`config.mk`:
```
export PLATFORM = sky130hd
export DESIGN_NAME = dither_rle_encoder
export DESIGN_NICKNAME = d
export VERILOG_FILES = /design/src/rtl/dither_rle_encoder.sv
export SDC_FILE = /design/constraint.sdc
export NUM_CORES = 1
export LEC_CHECK = 0
export CORE_ASPECT_RATIO = 0.75
export CORE_UTILIZATION = 40
export DETAILED_ROUTE_END_ITERATION = 16
export PLACE_DENSITY_LB_ADDON = 0.05
export SYNTH_ARGS = -nofsm -noshare
export SYNTH_HDL_FRONTEND = slang
export SYNTH_SLANG_ARGS = --single-unit
```
`constraint.sdc`:
```
create_clock -name clk_in -period 9.85 [get_ports clk_in]
set_input_delay 2.4625 -clock clk_in [delete_from_list [all_inputs] [get_ports clk_in]]
set_output_delay 2.4625 -clock clk_in [all_outputs]
set_load 0.01 [all_outputs]
```
`src/rtl/dither_rle_encoder.sv`:
```
// dither_rle_encoder: 1-bit raster run-length encoder feeding a first-word-fall-through token FIFO.
// Define RLE_ROW_BREAK_EN to also end every run at the last column of each row.
module dither_rle_encoder #(
    parameter int WIDTH      = 320,
    parameter int HEIGHT     = 240,
    parameter int MAX_RUN    = 255,
    parameter int FIFO_DEPTH = 16
) (
    input  logic        clk_in,
    input  logic        rst_in,
    input  logic        pixel_in,
    input  logic [10:0] hcount_in,
    input  logic [9:0]  vcount_in,
    input  logic        valid_in,
    output logic        token_value_out,
    output logic [7:0]  token_len_out,
    output logic        token_sof_out,
    output logic        token_eof_out,
    output logic        token_valid_out,
    input  logic        token_ready_in,
    output logic        overflow_out
);
    localparam int PW = $clog2(FIFO_DEPTH);
    localparam int CW = PW + 1;
    typedef struct packed {
        logic       val;
        logic [7:0] len;
        logic       sof;
        logic       eof;
    } tok_t;
    tok_t          mem_q [FIFO_DEPTH];
    logic [PW-1:0] wr_q, rd_q;
    logic [CW-1:0] count_q, count_d, free;
    logic          active_q, val_q, sof_q, ovf_q;
    logic [7:0]    len_q, upd_len;
    logic          pix_ok, fs, fe, row_end, close_a, close_b, restart, pop, upd_val, upd_sof;
    logic [1:0]    n_req, n_wr;
    tok_t          tok_a, tok_b, tok0, head;
    always_comb begin
        pix_ok  = valid_in && hcount_in < 11'(WIDTH) && vcount_in < 10'(HEIGHT);
        fs      = hcount_in == 11'd0 && vcount_in == 10'd0;
        fe      = hcount_in == 11'(WIDTH - 1) && vcount_in == 10'(HEIGHT - 1);
`ifdef RLE_ROW_BREAK_EN
        row_end = hcount_in == 11'(WIDTH - 1);
`else
        row_end = 1'b0;
`endif
        close_a = pix_ok && active_q && (fs || pixel_in != val_q || len_q == 8'(MAX_RUN));
        restart = !active_q || close_a;
        upd_val = restart ? pixel_in : val_q;
        upd_len = restart ? 8'd1 : len_q + 8'd1;
        upd_sof = restart ? fs : sof_q;
        close_b = pix_ok && (fe || row_end);
        tok_a   = {val_q, len_q, sof_q, 1'b0};
        tok_b   = {upd_val, upd_len, upd_sof, fe};
        tok0    = close_a ? tok_a : tok_b;
        n_req   = {1'b0, close_a} + {1'b0, close_b};
        pop     = count_q != '0 && token_ready_in;
        // Space freed by this cycle's pop is reusable by this cycle's pushes.
        free    = CW'(FIFO_DEPTH) - count_q + CW'(pop);
        n_wr    = free >= CW'(n_req) ? n_req : free[1:0];
        count_d = count_q - CW'(pop) + CW'(n_wr);
        head    = mem_q[rd_q];
    end
    assign token_valid_out = count_q != '0;
    assign {token_value_out, token_len_out, token_sof_out, token_eof_out} = token_valid_out ? head : '0;
    assign overflow_out = ovf_q;
    always_ff @(posedge clk_in) begin
        if (rst_in) begin
            active_q <= 1'b0;
            val_q    <= 1'b0;
            len_q    <= 8'd0;
            sof_q    <= 1'b0;
            ovf_q    <= 1'b0;
            wr_q     <= '0;
            rd_q     <= '0;
            count_q  <= '0;
        end else begin
            if (pix_ok) begin
                active_q <= !close_b;
                val_q    <= upd_val;
                len_q    <= upd_len;
                sof_q    <= upd_sof;
            end
            rd_q    <= rd_q + PW'(pop);
            wr_q    <= wr_q + PW'(n_wr);
            count_q <= count_d;
            ovf_q   <= ovf_q || n_wr != n_req;
        end
    end
    always_ff @(posedge clk_in) begin
        if (n_wr != 2'd0) mem_q[wr_q] <= tok0;
        if (n_wr == 2'd2) mem_q[wr_q + PW'(1)] <= tok_b;
    end
endmodule

```
==> out/metrics.cfg <==
[run_status]
status = finished, final reports clean

[synthesis]
netlist_top_cells_area = edfxtp_1, mux4_2, o21ai_0, dfxtp_1, nor2_1
netlist_instances = 773
syn_area_um2 = 10230
yosysTopAreaCell = edfxtp_1
synth_edf_count = 176
synth_nets = 816
synthMuxAreaShare = 0.1609
synth_xor_area_frac = 0.01455
yosys_warnings = 0
synth-compound-area-share = 0.1112
yosysTopAreaCellShare = 0.5166
avgSynthCellArea_um2 = 13.24
synth_ff_type = edfxtp_1
ys_seq_area_frac = 0.5655
synth_top_family_by_area = multiplexers
async_reset_ff_frac = 0
synth_cell_type_count = 58
ys_seq_elements = 201
synth_simple_gate_area_frac = 0.09625
synth_fa_ha_area_frac = 0.02226

[routing]
drc = 0
wl_per_cell_um = 24.26
drtAntennaViolNets = 0
routed_via_density = 5.864
drt_iter0_drc = 651
via_count = 6773
drt_wl_total_um = 28030
first_pass_iters = 5

[grt]
grt_start_max_net_pins = 47
grt.overflow.total = 0
antenna_found_initial = 0
grt_pass1_vias = 6895
grt_pass1_wl_um = 42900
grt_usage = 0.2194

[sta]
fin_tns_setup_ps = 0
maxSlewHeadroom = 0.2286
skew_ps = 12.60
fin_crit_ps = 7565
slew_viol_final = 0
hold_viol = 0
max_freq_ghz = 0.1322
final-setup-viol-count = 0
worst_slack_ps = 2285
fin_crit_sh = 0.7681
rsz0062_at_grt = no
worst_pin_slew_ps = 1135

[cells_and_area]
layout-drive-gt1-share = 0.2166
seqCellArea_um2 = 5791
nets = 843
syn_to_final_growth_pct = 15.04
final_cells = 1155
diodes = 0
fillCellCount = 2216
multiInputGateArea_um2 = 4229

[setup_path]
path_delay_family = simple AND/OR/NAND/NOR gates
worst-r2r-cell-count = 19
cpPeakStageDelay_ps = 930
crit_top_cell = ha_1
path_cells = clkdlybuf4s50_1, nor4_1, nand2_1, or4_1, nor2_1, ha_1, ha_1, nand2b_1, a221oi_4, nand3_4, o21ai_0, xnor2_1, ha_1, fa_1, a21oi_1, nor2_1, or3_1, a21oi_1
crit_buf_inv = 1
slowest_stage = or4_1
path_class = in2reg
worstPathArrival_ps = 7990
crit_fanout = 17
worstSetupStartpointType = input pin
cp_num_cells = 18
setup.worst_path.end_class = flip-flop
crit_required_ps = 10270

[pwr]
p_leak_uw = 0.004120
power.density_nw_per_um2 = 202.1
ir_drop_uv = 104.0

[clock_network]
cts_resized = 0
cts_root_buf = clkbuf_16
h-tree-depth = 1
path_clk_slew_ps = 60
postCtsSetupBuffers = 0
clkSinkCount = 201
cts_tree = built
worstSkewPairLatency_ps = 510
clock_path_buffers = 3
cts_hold_buf = 0
cts_buffers = 23

[floorplan]
die_h_um = 140.5
initial_core_util = 0.4088
io_pins = 39
core_um2 = 25020
die_w_um = 186.7
dieArea_um2 = 26230
num_rows = 50

[min_path]
worstHoldPathCells = 2
hold_class = reg2reg

[placed_design]
io_buffers = 38
hpwl_um = 18960
gp_congestion = 0.8032
dp.cells = 1113
place_ws_ps = 1793

[run]
maxCapViolations = 0

sequential cells by signal, summed over array words and instances (netlist names):
register / flops
mem_q: 176
wr_q: 4
len_q: 8
val_q: 1
count_q: 5
active_q: 1
rd_q: 4
overflow_out: 1
sof_q: 1
cells in the final DEF (no fill, tap or decap), drive strengths merged, types with 3 or more instances in the layout:
cell	instances
nor2b	7
ha	15
o31ai	13
clkbuf	25
bufinv	3
and2	11
xnor2	10
nor2	59
a21oi	40
clkinv	13
o21ai	121
nand2	48
mux2i	20
or3	4
nand4	6
mux2	17
buf	20
nor4	4
nand2b	3
nor3	19
clkdlybuf4s50	38
a32oi	4
dfxtp	25
nand3	11
a2111oi	4
edfxtp	176
mux4	55
inv	14
xor2	7
kinds of logic after synthesis:
group,Yosys count
multiplexers,92
buffers and inverters,70
XOR/XNOR,17
adder cells (fa/ha/maj),17
AO/OA/AOI/OAI,195
AND/OR/NAND/NOR,181
flip-flops,201
layer usage:
layer  GRT usage  part of all wire
met5           0                 0
met2      0.3460              0.46
met4     0.06299             0.025
met1      0.3103              0.45
met3     0.04084             0.062
power breakdown:
group          internal (µW)  switching (µW)  total (µW)  leakage [µW]
Sequential               941            59.4        1000       0.00190
Clock                    506             348         854      0.000368
Combinational            269             256         525       0.00186
Total                   1720             663        2380       0.00412
layout make-up:
cell class,instances,share of cell area
inverters,14,0.004571
flip-flops and latches,201,0.4920
clock buffers,25,0.04954
multi-input cells,502,0.3593
clock inverters,17,0.01361
repair buffers,58,0.04507
well taps,338,0.03593
worst min-delay path, cell delays in order, from the launching register on:
cell and delay, ps:
dfxtp_1 330, nor2_1 50, nor2_1 60
synth_stat cells (all sizes together), types with 6 or more instances:
library cell  number
a21oi             40
mux2              17
edfxtp           176
ha                15
nor2              59
xnor2             10
o31ai             13
nand2             48
and2              11
nand4              6
nand3             11
o21ai            121
clkbuf            33
nor3              19
xor2               7
dfxtp             25
mux4              55
buf               23
nor2b              7
inv               13
mux2i             20
worst paths after layout:
path	start	to	slack, ps
worst min register to register	overflow_out	overflow_out	470
worst min-delay path	overflow_out	overflow_out	470
worst max-delay path	hcount_in[9]	count_q[4]	2280
worst max register to register	len_q[0]	count_q[4]	4330
through the flow:
| stage | util | power (µW) | hold slack [ps] | cell area, µm² |
|---|---|---|---|---|
| after floorplan | - | 1361 | 472.9 | 10230 |
| after global placement | 0.4407 | 1548 | 460.6 | 11030 |
| after detailed placement | 0.4407 | 1551 | 469.0 | 11030 |
| after CTS | 0.4704 | 2401 | 481.8 | 11770 |
| after global routing | 0.4704 | 2475 | 516.1 | 11770 |
| final | 0.4704 | 2379 | 472.5 | 11770 |
Note: power is estimated with default switching activity, not from simulation.
